==> src/rtl/vending_machine_param_pkg.sv <==
// ============================================================================
// Module  : vending_pkg
// Brief   : Shared constants for the vending machine: service codes, FSM
//           states, coin denominations, price table and reset stock.
// Rev     : 1.0 - initial release
// ============================================================================
`default_nettype none

package vending_pkg;

    localparam logic [1:0] c_SVC_OFF    = 2'b00;
    localparam logic [1:0] c_SVC_ON     = 2'b01;
    localparam logic [1:0] c_SVC_BUSY   = 2'b10;
    localparam logic [1:0] c_SVC_REFUND = 2'b11;

    typedef enum logic [2:0] {
        ST_ON          = 3'd0,
        ST_BUSY_CHECK  = 3'd1,
        ST_BUSY_CHANGE = 3'd2,
        ST_REFUND      = 3'd3,
        ST_OFF         = 3'd4
    } state_t;

    localparam int c_DENOM_1  = 1;
    localparam int c_DENOM_5  = 5;
    localparam int c_DENOM_10 = 10;

    // Indexed by item code; entry 0 is the "no item" slot.
    localparam int c_PRICE [8] = '{0, 8, 15, 23, 37, 50, 50, 50};

    localparam int c_RST_STOCK_1  = 5;
    localparam int c_RST_STOCK_5  = 2;
    localparam int c_RST_STOCK_10 = 2;

endpackage

`default_nettype wire

==> src/rtl/vending_machine_param_if.sv <==
// ============================================================================
// Module  : vending_machine_param_if
// Brief   : Customer-facing coin/item bus; z0..z2 exist only when
//           VENDING_PROP_EN is defined.
// Rev     : 1.0 - initial release
// ============================================================================
`default_nettype none

interface vending_machine_param_if #(
    parameter int CNT_W = 4
);
    logic [1:0]       coin_in_1;
    logic [1:0]       coin_in_5;
    logic [1:0]       coin_in_10;
    logic [2:0]       item_in;
    logic [CNT_W-1:0] coin_out_1;
    logic [CNT_W-1:0] coin_out_5;
    logic [CNT_W-1:0] coin_out_10;
    logic [2:0]       item_out;
    logic [1:0]       service;
`ifdef VENDING_PROP_EN
    logic             z0;
    logic             z1;
    logic             z2;

    modport master (
        output coin_in_1, coin_in_5, coin_in_10, item_in,
        input  coin_out_1, coin_out_5, coin_out_10, item_out, service, z0, z1, z2
    );
    modport slave (
        input  coin_in_1, coin_in_5, coin_in_10, item_in,
        output coin_out_1, coin_out_5, coin_out_10, item_out, service, z0, z1, z2
    );
`else
    modport master (
        output coin_in_1, coin_in_5, coin_in_10, item_in,
        input  coin_out_1, coin_out_5, coin_out_10, item_out, service
    );
    modport slave (
        input  coin_in_1, coin_in_5, coin_in_10, item_in,
        output coin_out_1, coin_out_5, coin_out_10, item_out, service
    );
`endif
endinterface

`default_nettype wire

==> src/rtl/vending_machine_param_change_sel.sv <==
// ============================================================================
// Module  : vending_change_sel
// Brief   : Greedy largest-first coin picker; one-hot select {10,5,1} plus a
//           stuck flag when change remains but no usable coin is in stock.
// Rev     : 1.0 - initial release
// ============================================================================
`default_nettype none

module vending_change_sel
    import vending_pkg::*;
#(
    parameter int CNT_W = 4,
    parameter int VAL_W = 10
) (
    input  wire logic [VAL_W-1:0] i_change,
    input  wire logic [CNT_W-1:0] i_stock_1,
    input  wire logic [CNT_W-1:0] i_stock_5,
    input  wire logic [CNT_W-1:0] i_stock_10,
    output logic      [2:0]       o_sel,
    output logic                  o_stuck
);

    always_comb begin
        o_sel = 3'b000;
        if ((i_change >= VAL_W'(c_DENOM_10)) && (i_stock_10 != '0)) begin
            o_sel = 3'b100;
        end else if ((i_change >= VAL_W'(c_DENOM_5)) && (i_stock_5 != '0)) begin
            o_sel = 3'b010;
        end else if ((i_change >= VAL_W'(c_DENOM_1)) && (i_stock_1 != '0)) begin
            o_sel = 3'b001;
        end
    end

    assign o_stuck = (i_change != '0) && (o_sel == 3'b000);

endmodule

`default_nettype wire

==> src/rtl/vending_machine_param.sv <==
// ============================================================================
// Module  : vending_machine_param
// Brief   : Coin-stock vending controller with greedy change payout and a
//           one-shot refund path. Define VENDING_PROP_EN for z0..z2 monitors.
// Rev     : 1.0 - initial release
// ============================================================================
`default_nettype none

module vending_machine_param #(
    parameter int NUM_ITEMS = 4,
    parameter int CNT_W     = 4,
    parameter int VAL_W     = 10
) (
    input  wire logic              clk,
    input  wire logic              reset,
    vending_machine_param_if.slave bus
);
    import vending_pkg::*;

    localparam logic [2:0] c_MAX_ITEM = 3'(NUM_ITEMS);

    state_t           r_state;
    logic [1:0]       r_service;
    logic [2:0]       r_item_out;
    logic [CNT_W-1:0] r_stock [3];
    logic [CNT_W-1:0] r_out   [3];
    logic [VAL_W-1:0] r_input_value;
    logic [VAL_W-1:0] r_price;
    logic [VAL_W-1:0] r_change;
    logic             r_refunded;

    logic [1:0]       w_coin_in   [3];
    logic [CNT_W-1:0] w_stock_sat [3];
    logic [VAL_W-1:0] w_input_value;
    logic [VAL_W-1:0] w_sel_value;
    logic [2:0]       w_sel;
    logic             w_stuck;
    logic             w_item_valid;

    assign w_coin_in[0] = bus.coin_in_1;
    assign w_coin_in[1] = bus.coin_in_5;
    assign w_coin_in[2] = bus.coin_in_10;

    assign w_input_value = VAL_W'(bus.coin_in_1)
                         + VAL_W'(bus.coin_in_5)  * VAL_W'(c_DENOM_5)
                         + VAL_W'(bus.coin_in_10) * VAL_W'(c_DENOM_10);
    assign w_item_valid  = (bus.item_in != 3'd0) && (bus.item_in <= c_MAX_ITEM);

    // Coins beyond a full tube are kept by the machine but not stocked.
    for (genvar d = 0; d < 3; d++) begin : g_sat
        logic [CNT_W:0] w_sum;
        assign w_sum          = {1'b0, r_stock[d]} + (CNT_W+1)'(w_coin_in[d]);
        assign w_stock_sat[d] = w_sum[CNT_W] ? '1 : w_sum[CNT_W-1:0];
    end

    vending_change_sel #(
        .CNT_W (CNT_W),
        .VAL_W (VAL_W)
    ) u_change_sel (
        .i_change   (r_change),
        .i_stock_1  (r_stock[0]),
        .i_stock_5  (r_stock[1]),
        .i_stock_10 (r_stock[2]),
        .o_sel      (w_sel),
        .o_stuck    (w_stuck)
    );

    always_comb begin
        w_sel_value = '0;
        if (w_sel[2])      w_sel_value = VAL_W'(c_DENOM_10);
        else if (w_sel[1]) w_sel_value = VAL_W'(c_DENOM_5);
        else if (w_sel[0]) w_sel_value = VAL_W'(c_DENOM_1);
    end

    always_ff @(posedge clk) begin
        if (!reset) begin
            r_state       <= ST_ON;
            r_service     <= c_SVC_ON;
            r_item_out    <= 3'd0;
            r_stock[0]    <= CNT_W'(c_RST_STOCK_1);
            r_stock[1]    <= CNT_W'(c_RST_STOCK_5);
            r_stock[2]    <= CNT_W'(c_RST_STOCK_10);
            for (int d = 0; d < 3; d++) r_out[d] <= '0;
            r_input_value <= '0;
            r_price       <= '0;
            r_change      <= '0;
            r_refunded    <= 1'b0;
        end else begin
            case (r_state)
                ST_ON: begin
                    if (w_item_valid) begin
                        r_input_value <= w_input_value;
                        r_price       <= VAL_W'(c_PRICE[bus.item_in]);
                        r_item_out    <= bus.item_in;
                        for (int d = 0; d < 3; d++) begin
                            r_out[d]   <= '0;
                            r_stock[d] <= w_stock_sat[d];
                        end
                        r_refunded    <= 1'b0;
                        r_state       <= ST_BUSY_CHECK;
                        r_service     <= c_SVC_BUSY;
                    end
                end
                ST_BUSY_CHECK: begin
                    if (r_input_value < r_price) begin
                        r_item_out <= 3'd0;
                        r_change   <= r_input_value;
                    end else begin
                        r_change   <= r_input_value - r_price;
                    end
                    r_state <= ST_BUSY_CHANGE;
                end
                ST_BUSY_CHANGE: begin
                    if (r_change == '0) begin
                        r_state   <= ST_OFF;
                        r_service <= c_SVC_OFF;
                    end else if (w_stuck) begin
                        // Only one refund attempt; a second dead end closes out as-is.
                        r_state   <= r_refunded ? ST_OFF : ST_REFUND;
                        r_service <= r_refunded ? c_SVC_OFF : c_SVC_REFUND;
                    end else begin
                        for (int d = 0; d < 3; d++) begin
                            if (w_sel[d]) begin
                                r_out[d]   <= r_out[d] + CNT_W'(1);
                                r_stock[d] <= r_stock[d] - CNT_W'(1);
                            end
                        end
                        r_change <= r_change - w_sel_value;
                    end
                end
                ST_REFUND: begin
                    for (int d = 0; d < 3; d++) begin
                        r_stock[d] <= r_stock[d] + r_out[d];
                        r_out[d]   <= '0;
                    end
                    r_item_out <= 3'd0;
                    r_change   <= r_input_value;
                    r_refunded <= 1'b1;
                    r_state    <= ST_BUSY_CHANGE;
                    r_service  <= c_SVC_BUSY;
                end
                ST_OFF: begin
                    for (int d = 0; d < 3; d++) r_out[d] <= '0;
                    r_item_out <= 3'd0;
                    r_state    <= ST_ON;
                    r_service  <= c_SVC_ON;
                end
                default: begin
                    r_state   <= ST_ON;
                    r_service <= c_SVC_ON;
                end
            endcase
        end
    end

    assign bus.coin_out_1  = r_out[0];
    assign bus.coin_out_5  = r_out[1];
    assign bus.coin_out_10 = r_out[2];
    assign bus.item_out    = r_item_out;
    assign bus.service     = r_service;

`ifdef VENDING_PROP_EN
    logic [VAL_W-1:0] r_ledger;
    logic [VAL_W-1:0] w_paid;
    logic [VAL_W-1:0] w_total;
    logic [VAL_W-1:0] w_loss;
    logic [VAL_W-1:0] w_price_paid;

    assign w_paid = VAL_W'(r_out[0])
                  + VAL_W'(r_out[1]) * VAL_W'(c_DENOM_5)
                  + VAL_W'(r_out[2]) * VAL_W'(c_DENOM_10);
    assign w_total = w_paid + VAL_W'(r_stock[0])
                   + VAL_W'(r_stock[1]) * VAL_W'(c_DENOM_5)
                   + VAL_W'(r_stock[2]) * VAL_W'(c_DENOM_10);
    assign w_loss = (VAL_W'(w_coin_in[0]) - (VAL_W'(w_stock_sat[0]) - VAL_W'(r_stock[0])))
                  + (VAL_W'(w_coin_in[1]) - (VAL_W'(w_stock_sat[1]) - VAL_W'(r_stock[1]))) * VAL_W'(c_DENOM_5)
                  + (VAL_W'(w_coin_in[2]) - (VAL_W'(w_stock_sat[2]) - VAL_W'(r_stock[2]))) * VAL_W'(c_DENOM_10);
    assign w_price_paid = (r_item_out != 3'd0) ? r_price : '0;

    // Value the machine should hold: grows by stocked input, shrinks by the change owed.
    always_ff @(posedge clk) begin
        if (!reset) begin
            r_ledger <= VAL_W'(c_RST_STOCK_1 * c_DENOM_1 + c_RST_STOCK_5 * c_DENOM_5
                             + c_RST_STOCK_10 * c_DENOM_10);
        end else if ((r_state == ST_ON) && w_item_valid) begin
            r_ledger <= r_ledger + w_input_value - w_loss;
        end else if (r_state == ST_OFF) begin
            r_ledger <= r_ledger - (r_input_value - w_price_paid);
        end
    end

    assign bus.z0 = reset && (r_service == c_SVC_ON) && (r_item_out != 3'd0);
    assign bus.z1 = reset && (r_service == c_SVC_OFF) && (r_input_value != (w_paid + w_price_paid));
    assign bus.z2 = reset && (w_total != r_ledger);
`endif

endmodule

`default_nettype wire
==> src/flat_wrapper.sv <==
// flat-port wrapper written by rule: the top's interface ports become plain ports
module vending_machine_param_flat import vending_pkg::*;
#(
    parameter int NUM_ITEMS = 4,
    parameter int CNT_W     = 4,
    parameter int VAL_W     = 10
)
  (clk, reset, bus_coin_in_1, bus_coin_in_5, bus_coin_in_10, bus_item_in, bus_coin_out_1, bus_coin_out_5, bus_coin_out_10, bus_item_out, bus_service);
  vending_machine_param_if #(.CNT_W(CNT_W)) bus_i ();
  input  wire logic clk;
  input  wire logic reset;
  input wire logic [$bits(bus_i.coin_in_1)-1:0] bus_coin_in_1;
  input wire logic [$bits(bus_i.coin_in_5)-1:0] bus_coin_in_5;
  input wire logic [$bits(bus_i.coin_in_10)-1:0] bus_coin_in_10;
  input wire logic [$bits(bus_i.item_in)-1:0] bus_item_in;
  output wire logic [$bits(bus_i.coin_out_1)-1:0] bus_coin_out_1;
  output wire logic [$bits(bus_i.coin_out_5)-1:0] bus_coin_out_5;
  output wire logic [$bits(bus_i.coin_out_10)-1:0] bus_coin_out_10;
  output wire logic [$bits(bus_i.item_out)-1:0] bus_item_out;
  output wire logic [$bits(bus_i.service)-1:0] bus_service;
  assign bus_i.coin_in_1 = bus_coin_in_1;
  assign bus_i.coin_in_5 = bus_coin_in_5;
  assign bus_i.coin_in_10 = bus_coin_in_10;
  assign bus_i.item_in = bus_item_in;
  assign bus_coin_out_1 = bus_i.coin_out_1;
  assign bus_coin_out_5 = bus_i.coin_out_5;
  assign bus_coin_out_10 = bus_i.coin_out_10;
  assign bus_item_out = bus_i.item_out;
  assign bus_service = bus_i.service;
  vending_machine_param #(.NUM_ITEMS(NUM_ITEMS), .CNT_W(CNT_W), .VAL_W(VAL_W)) u_core (.clk(clk), .reset(reset), .bus(bus_i));
endmodule
==> config.mk <==
export PLATFORM = sky130hd
export DESIGN_NAME = vending_machine_param_flat
export DESIGN_NICKNAME = d
export VERILOG_FILES = /design/src/rtl/vending_machine_param_pkg.sv /design/src/rtl/vending_machine_param_if.sv /design/src/rtl/vending_machine_param_change_sel.sv /design/src/rtl/vending_machine_param.sv /design/src/flat_wrapper.sv
export SDC_FILE = /design/constraint.sdc
export NUM_CORES = 1
export LEC_CHECK = 0
export CAP_MARGIN = 25
export CORE_UTILIZATION = 48
export DETAILED_ROUTE_END_ITERATION = 10
export DONT_BUFFER_PORTS = 1
export SYNTH_ARGS = -nofsm -noshare
export SYNTH_HDL_FRONTEND = slang
export SYNTH_SLANG_ARGS = --single-unit
==> constraint.sdc <==
create_clock -name clk -period 3.45 [get_ports clk]
set_clock_uncertainty 0.05 [all_clocks]
set_input_delay 0.69 -clock clk [delete_from_list [all_inputs] [get_ports clk]]
set_output_delay 0.69 -clock clk [all_outputs]
set_load 0.02 [all_outputs]
==> results.md, run 1 <==
- The clock group share of total power is 12.2%.
- Detailed routing inserted a total of 3441 vias.
- The synthesis warning total is 0.
- The synthesized design contains 54 register bits.
- The number of max-slew violations in the final report is 0.
- Max-cap violations in this run came to 0.
- The clock tree from TritonCTS is built.
- The tightest min-delay check is of the reg -> reg type.
- In the synthesized netlist, the cells that appear most often are sky130_fd_sc_hd__nand2_1 (48), sky130_fd_sc_hd__ha_1 (42), sky130_fd_sc_hd__inv_1 (35), sky130_fd_sc_hd__nor2_1 (31), sky130_fd_sc_hd__dfxtp_1 (30).
- The number of buffers added on ports is 0.
- The number of antenna violations at the first check in global routing is 0.
- The worst flop-to-flop path endpoint is u_core.r_change[4].
- After layout, the minimum clock period comes to 3.19 ns.
- The routed length per placed instance is 17.8 um.
- The analysis attributes to net switching a power of 1.60 mW.
- The logic depth of the worst register-to-register path is 15.
- Per report_power, the sequential group accounts for 31.5% of the total.
- The count of cells in the finished layout, fillers not included, comes to 576.
- For this configuration, the core starts out at a cell density of 50.6%.
- The number of detailed-routing iterations run before antenna repair is 6.
- The total grt overflow is 0.
- The share of layout cells above drive strength 1 is 5.94%.
- The wire length of the first global-routing pass is 16.8 mm.
- The die extent in y is 96.0 um.
- The final sum of negative setup slack is 0 ns.
- The overall routed net length is 10.2 mm.
- The area growth from synthesis to layout is 4.78%.
- The repair_antennas step left the layout with diodes totalling 0.
- The combined area of all synthesized cells is 0.00424 mm2.
- The worst register-to-register path has a setup slack of 0.26 ns.
- Counting along the longest clock path gives a buffer depth of 2.
- The layout filler cell count is 800.
- The standard cell core area is 0.00838 mm2.
- The critical path is of the reg -> reg type.
- For this run, the register share of the synthesized area comes to 31.1%.
- Sorting the synthesized cells by area gives the leading types as sky130_fd_sc_hd__edfxtp_1 (17%), sky130_fd_sc_hd__dfxtp_1 (14%), sky130_fd_sc_hd__ha_1 (12%), sky130_fd_sc_hd__fa_1 (4.7%), sky130_fd_sc_hd__nand2_1 (4.2%).
- Along the worst path, the maximum fanout reaches 6.
- At the end of the flow, the number of nets in the layout was 533.
- The via count of the first global-routing pass is 3352.
- The internal portion of the total power is 1.91 mW.
- Entering global routing, the biggest net connects 40 pins.
- At the worst endpoint, the required time is 3.63 ns.
- The highest achievable clock rate is 313 MHz.
- The sink of the worst hold path is u_core.r_price[5].
- Setup repair after global routing left no endpoint under its margin.
- The most area-hungry cell type in the Yosys netlist is sky130_fd_sc_hd__edfxtp_1.
- The DRC marker count from the first detailed-route iteration is 214.
- Measured against its own limit, the worst slew margin works out to 42.4%.
- 28 I/O pins were placed.
- The run finished with clean final reports.
- The all-layer global routing usage is 23.7%.
- The synthesized net count is 539.
- The count of standard-cell rows is 33.
- Buffers inserted during clock tree synthesis total 5.
- The post-synthesis instance total is 476.
- The final HPWL from detailed placement is 8.00 mm.
- The via-per-instance ratio is 5.97.
- The type of element capturing the critical path is a flip-flop.
- The maximum vdd drop is 0.434 mV.
- The post-CTS repair timing setup buffer count is 0.
- The final critical path takes up 92.5% of the cycle.
- The distinct cell type count after synthesis is 64.
- Counting instances, the worst hold path has a depth of 2.
- Clock tree synthesis selected as its root buffer the cell sky130_fd_sc_hd__clkbuf_8.
- The signal arrival time at the worst endpoint is 3.37 ns.
- The final weighted congestion in routability-driven placement is 0.908.
- Of the post-synthesis cell area, the dominant cell type holds 17.0%.
- In this run the remaining antenna-violating nets after routing total 0.
- The startpoint identified for the worst hold timing path is u_core.r_price[5].
- For this run, design rule violations remaining after detail routing come to 0.
- The number of levels the H-tree was split into is 2.
- The power per standard cell area is 790 mW/mm2.
- The quantity of gates resized following cts is 0.
- The floorplan die area is 0.00922 mm2.
- Hold is met by 0.417 ns.
- The top flip-flop cell by instance count after synthesis is sky130_fd_sc_hd__dfxtp_1.
- The clock sink count is 54.
- In this run switching power makes up 45.6% of total power.
- STA classifies the critical path startpoint as a flip-flop.
- The share of total power in combinational logic is 56.3%.
- The standby leakage power is 1.82 nW.
- The startpoint identified for the worst register-to-register timing path is u_core.r_stock[0][9].
- The post-placement cell count is 568.
- The register clock-pin slew on the reported worst setup and hold paths is 0.10 ns.
- The slew at the pin closest to its max-slew limit is 0.855 ns.
- The number of buffers added to fix hold violations after cts is 0.
- Counting flops with a built-in enable in the synthesized netlist gives 24.
- The synthesized area per cell is 8.92 um2.
- The number of setup violations in the final report is 0.
- The overall power of the completed layout is 3.51 mW.
- Measured along the x axis, the die boundary spans 96.0 um.
- At the later pin of the worst-skew pair, clock insertion delay measures 0.31 ns.
- In the synthesized netlist the async set-or-reset flop fraction comes to 0%.
- Yosys instantiated no cell more often than sky130_fd_sc_hd__nand2_1.
- The final number of hold-violating endpoints is 0.
## power groups by stage
stage / logic (mW) / registers, mW / clock network [mW]
after detailed placement: 1.94 / 1.12 / 0
after floorplan: 1.58 / 1.03 / 0
after CTS: 1.96 / 1.10 / 0.437
after global placement: 1.91 / 1.11 / 0
final: 1.98 / 1.11 / 0.427
after global routing: 2.23 / 1.13 / 0.459
## layout make-up
| class | instances | area, um2 | share of cell area [%] |
|---|---|---|---|
| clock buffers | 6 | 72.6 | 1.63 |
| clock inverters | 2 | 33.8 | 0.760 |
| inverters | 35 | 131 | 2.95 |
| multi-input cells | 367 | 2700 | 60.8 |
| flip-flops and latches | 54 | 1320 | 29.7 |
| well taps | 105 | 131 | 2.95 |
| repair buffers | 7 | 52.6 | 1.18 |
## through the flow
step	util [%]	instance area [um2]	setup slack [ns]
3_3_place_gp	51.8	4340	0.387
2_1_floorplan	-	4240	0.581
6_report	53.1	4450	0.259
3_5_place_dp	51.8	4340	0.306
4_1_cts	53.1	4450	0.275
5_1_grt	53.1	4450	0.0569
## sequential cells by signal, indices dropped and copies added (netlist names), 2 cells and up
signal                flops
u_core.r_price            5
u_core.r_state            3
u_core.r_change          10
u_core.r_out             12
u_core.bus.item_out       3
u_core.r_input_value      6
u_core.r_stock           12
u_core.bus.service        2
## placed cells by master (no fill, tap or decap), types with 17 or more instances in the layout
| cell | n |
|---|---|
| sky130_fd_sc_hd__nand2_1 | 48 |
| sky130_fd_sc_hd__inv_1 | 35 |
| sky130_fd_sc_hd__ha_1 | 42 |
| sky130_fd_sc_hd__xnor2_1 | 17 |
| sky130_fd_sc_hd__edfxtp_1 | 24 |
| sky130_fd_sc_hd__dfxtp_1 | 30 |
| sky130_fd_sc_hd__xor2_1 | 17 |
| sky130_fd_sc_hd__nor2_1 | 31 |
| sky130_fd_sc_hd__a21oi_1 | 26 |
| sky130_fd_sc_hd__o21ai_0 | 22 |
## routing by layer
layer,vias up,track usage (%),share of wire (%)
met5,-,0,0
met4,0,5.60,1.5
met3,14,2.61,4.5
met2,76,40.7,48
met1,1657,31.8,46
li1,1694,-,-
## cells by family (layout without fill, tap and decap cells)
family / Yosys count / count (layout) / synth area share (%)
adder cells (fa/ha/maj): 52 / 52 / 17.1
XOR/XNOR: 34 / 34 / 7.02
multiplexers: 4 / 4 / 0.943
AO/OA/AOI/OAI: 122 / 122 / 19.8
flip-flops: 54 / 54 / 31.1
AND/OR/NAND/NOR: 155 / 155 / 18.8
buffers and inverters: 55 / 50 / 5.16
## worst max-delay path by stage
stage | slack, ns | to | startpoint
after floorplan | 0.58 | u_core.r_change[9] | u_core.r_stock[0][9]
after global placement | 0.39 | u_core.r_change[4] | u_core.r_stock[0][9]
after detailed placement | 0.31 | u_core.r_change[4] | u_core.r_stock[0][9]
after CTS | 0.28 | u_core.r_change[4] | u_core.r_stock[0][9]
after global routing | 0.06 | u_core.r_change[4] | u_core.r_stock[0][5]
final | 0.26 | u_core.r_change[4] | u_core.r_stock[0][9]
## worst max-delay path, stage by stage, from the launching register on
cell and delay (ns):
sky130_fd_sc_hd__edfxtp_1 0.41, sky130_fd_sc_hd__inv_1 0.12, sky130_fd_sc_hd__ha_1 0.22, sky130_fd_sc_hd__nor3b_1 0.14, sky130_fd_sc_hd__buf_4 0.16, sky130_fd_sc_hd__a31o_2 0.26, sky130_fd_sc_hd__inv_1 0.11, sky130_fd_sc_hd__nor2_1 0.06
sky130_fd_sc_hd__ha_1 0.22, sky130_fd_sc_hd__fa_1 0.43, sky130_fd_sc_hd__nor2b_1 0.13, sky130_fd_sc_hd__o21ai_0 0.08, sky130_fd_sc_hd__nand2b_1 0.14, sky130_fd_sc_hd__xor2_1 0.09, sky130_fd_sc_hd__a221o_1 0.35, sky130_fd_sc_hd__o22ai_1 0.15
Note: power is estimated with default switching activity, not from simulation.
==> run 2: changes to the inputs <==
--- a/config.mk
+++ b/config.mk
@@ -11,4 +11,5 @@
 export DONT_BUFFER_PORTS = 1
 export SYNTH_ARGS = -nofsm -noshare
 export SYNTH_HDL_FRONTEND = slang
+export SYNTH_HIERARCHICAL = 1
 export SYNTH_SLANG_ARGS = --single-unit
==> run 2 against run 1 <==
  * Power is 40% higher
  * Critical path depth is 1 lower
  * Synthesized cell count is 3.8% lower
  * Die area decreased by 1.3%
  * Register-to-register slack worse by 0.03 ns
  * Maximum frequency decreased by 0.84%
  * Hold slack got worse by 0.024 ns
  * Largest power group unchanged
  * Highest routed layer unchanged
==> results.md, run 2 <==
- The run finished with clean final reports.
- Yosys mapped the design onto 62 distinct sky130hd cell types.
- The worst setup path is launched from a flip-flop.
- In this run the biggest area consumer among cell types represents 17.2% of the synthesized area.
- The floorplan die area is 0.00910 mm2.
- 28 I/O pins were placed.
- The all-layer global routing usage is 22.6%.
- The clock tree from TritonCTS is built.
- The synthesized area per cell is 9.15 um2.
- The routed via count is 3349.
- The completed layout was analyzed and its total power is 4.91 mW.
- The wire length of the first global-routing pass is 15.7 mm.
- The max-slew headroom at the worst pin is 42.1%.
- Clock-pin slew was measured on the worst setup and hold paths at 0.10 ns.
- The number of clock buffers added by TritonCTS is 5.
- The top layer reached by signal wires is met4.
- The via-per-instance ratio is 5.81.
- Synthesis produced a netlist with a net count of 522.
- The root buffer cell is sky130_fd_sc_hd__clkbuf_8.
- The internal reg-to-reg setup slack is 0.23 ns.
- The first routing iteration left 242 violations.
- The number of antenna violations at the first check in global routing is 0.
- The filler cells instantiated in the layout total 770.
- In this design, the critical path's most frequently occurring cell is sky130_fd_sc_hd__nor2_1.
- The count of standard-cell rows is 33.
- The path class of the tightest hold or removal check is reg -> reg.
- Summing all non-filler instances in the final layout gives an area of 0.00457 mm2.
- Sequential elements use 31.5% of the synthesized area.
- Setup total negative slack on the finished layout was measured at 0 ns.
- In the final routed layout, each cell accounts on average for 16.5 um.
- The total grt overflow is 0.
- Measured on the finished design, the core utilization comes to 54.8%.
- The final number of hold-violating endpoints is 0.
- The largest net degree at the start of global routing is 17.
- For this design, the slowest cell found on the critical path is sky130_fd_sc_hd__or4b_1.
- Across the whole layout, storage elements account for 0.00132 mm2.
- The combined area of all synthesized cells is 0.00419 mm2.
- In this run, synthesis produced a sequential element count of 54.
- Routability-driven placement finished with a final weighted congestion of 0.860.
- For this configuration, the core starts out at a cell density of 50.2%.
- The width of the die is 95.4 um.
- The largest registers in the layout are u_core/r_out: 12 flops, u_core/r_stock: 12 flops, u_core/r_change: 10 flops.
- At the worst endpoint, the required time is 3.59 ns.
- Traced cell by cell, the critical path runs through or4b_1 -> or3_1 -> o221ai_2 -> nor3_1 -> nor2_1 -> nor2_1 -> ha_1 -> fa_2 -> nand2b_1 -> a21oi_2 -> xor2_1 -> o21ai_0 -> a21oi_1 -> a211oi_2.
- The number of setup violations in the final report is 0.
- At the later pin of the worst-skew pair, clock insertion delay measures 0.31 ns.
- The switching power is 2.28 mW.
- The repair_antennas step left the layout with diodes totalling 0.
- Among all cell types in the netlist, the one instantiated most often is sky130_fd_sc_hd__ha_1.
- The number of levels the H-tree was split into is 2.
- Input and output buffers added on the ports amount to 0.
- In the final design database the tool counted 534 nets.
- Counting flops with a built-in enable in the synthesized netlist gives 24.
- The first detailed-routing pass took 5 iterations.
- By area the synthesized netlist is led by sky130_fd_sc_hd__edfxtp_1 (17%), sky130_fd_sc_hd__dfxtp_1 (14%), sky130_fd_sc_hd__ha_1 (13%), sky130_fd_sc_hd__fa_1 (4.3%), sky130_fd_sc_hd__xor2_1 (4.2%).
- Ranked by instance count, the synthesized netlist is headed by sky130_fd_sc_hd__ha_1 (44), sky130_fd_sc_hd__nand2_1 (34), sky130_fd_sc_hd__nor2_1 (32), sky130_fd_sc_hd__dfxtp_1 (30), sky130_fd_sc_hd__inv_1 (28).
- The signed area change from the synthesized netlist to the final layout is 9.08%.
- After detailed routing, the met3 layer carries 377 um of wire.
- The number of max-slew violations in the final report is 0.
- The standby leakage power is 1.87 nW.
- Once detailed placement completed, the half-perimeter wirelength came to 7.34 mm.
- The clock group share of total power is 10.3%.
- The maximum vdd drop is 0.349 mV.
- Hold timing on the final database bottoms out at a slack of 0.393 ns.
- The most area-hungry cell type in the Yosys netlist is sky130_fd_sc_hd__edfxtp_1.
- The share of layout cells above drive strength 1 is 10.6%.
- The routed design uses 4.22 mm of met2 wire.
- In the layout the commonest cells are sky130_fd_sc_hd__ha_1 (44), sky130_fd_sc_hd__nand2_1 (34), sky130_fd_sc_hd__nor2_1 (32).
- In this run, flip-flops and latches consume 26.1% of the power.
- Internal power comes to 2.64 mW.
- The signal arrival time at the worst endpoint is 3.35 ns.
- The residual DRC count is 0.
- Prior to clock tree synthesis, the placed netlist has a worst setup slack of 0.0975 ns.
- The finished layout holds 576 standard cells, fillers aside.
- The via count of the first global-routing pass was 3091.
- The library cell used most frequently in the layout, excluding fill and tap cells, is sky130_fd_sc_hd__ha_1.
- After detailed placement, the total cell area comes to 0.00441 mm2.
- From bottom edge to top edge, the die measures 95.4 um.
- At the pin with the least slew margin, the transition time is 0.865 ns.
- The critical path starts at u_core/r_change[3].
- Combinational logic burns 63.6% of the power.
- The overall routed net length is 9.50 mm.
- The worst setup path is of the reg -> reg kind.
- During synthesis, Yosys emitted a total of 6 warnings.
- Setup repair after global routing could not meet its margin everywhere.
- The number of maximum-capacitance violations is 0.
- Once routing completed, OpenROAD measured the worst setup slack at 0.232 ns.
- The switching part of the total is 46.3%.
- The maximum fanout encountered on the critical timing path is 3.
- The worst setup path is captured at a flip-flop.
- The combined area of the multi-input logic cells is 0.00270 mm2.
- For this design the ratio of total power to cell area is 1070 mW/mm2.
- The post-placement cell count is 567.
- For this run, the slowest stage of the critical path takes 0.54 ns.
- The clock sink count is 54.
- The clock passes through at most 2 buffers.
- The highest achievable clock rate is 311 MHz.
- In the synthesized netlist the async set-or-reset flop fraction comes to 0%.
- The number of nets with antenna violations after detailed routing is 0.
- The worst path uses 93.3% of the clock period.
- For this run, the leading register cell type out of synthesis is sky130_fd_sc_hd__dfxtp_1.
- In this run the most critical hold path is launched from u_core/r_price[4].
- The detailed router put a total of 4.83 mm of wire on met1.
- Hold repair after CTS inserted 0 buffers.
- Synthesis produced a netlist whose cell count is 458.
- The worst path needs 3.22 ns of the cycle, external delays included.
- In this run the critical register-to-register path is launched from u_core/r_change[3].
- The core region is 0.00834 mm2.
run 2: changes by cell type in the layout (fill, tap and decap cells not counted), sizes merged, moves of 6 or more:
cell   before  now
mux2        0    6
o21ai      27   33
inv        35   28
buf         7   24
nand2      48   34
run 2: final timing paths:
kind	end	cells past startpoint
min	u_core/r_price[4]	2
max reg2reg	u_core/r_change[4]	14
max	u_core/r_change[4]	14
min reg2reg	u_core/r_price[4]	2
run 2: layer usage:
metal  track usage, %  up-vias
li1                 -     1699
met1             33.9     1580
met2             34.5       63
met3             3.27        7
met4             4.35        0
met5                0        -
run 2: logic make-up after synthesis:
family / Yosys count / synth area share (%)
buffers and inverters: 47 / 4.60
AO/OA/AOI/OAI: 122 / 20.0
AND/OR/NAND/NOR: 137 / 16.6
flip-flops: 54 / 31.5
XOR/XNOR: 35 / 7.32
multiplexers: 10 / 2.57
adder cells (fa/ha/maj): 53 / 17.4
run 2: critical path, delay by kind of cell (launching register included):
kind | cells | cell delay (ns)
AOI/OAI and AO/OA | 5 | 0.64
xor gates and xnor gates | 1 | 0.16
adders and majority gates | 2 | 0.55
DFF | 1 | 0.32
and+or+nand+nor | 6 | 1.37
run 2: final cells by class:
| cell class | count | share of cell area [%] |
|---|---|---|
| inverter | 28 | 2.30 |
| multi-input combinational | 357 | 59.1 |
| timing repair buffer | 24 | 3.94 |
| tap | 105 | 2.88 |
| sequential | 54 | 28.9 |
| clock buffer | 5 | 1.51 |
| clock inverter | 3 | 1.40 |
run 2: power groups by stage:
| stage | Sequential (mW) | Combinational, mW | Clock, mW |
|---|---|---|---|
| floorplan | 1.25 | 2.29 | 0 |
| global placement | 1.28 | 2.96 | 0 |
| detailed placement | 1.29 | 3.01 | 0 |
| CTS | 1.28 | 3.03 | 0.514 |
| global route | 1.32 | 3.49 | 0.538 |
| finish | 1.28 | 3.12 | 0.506 |
run 2: what timing repair did:
item                                    in CTS  in global routing
endpoints found under the setup margin       0                  4
setup buffers                                0                  1
resized for setup                            0                  5
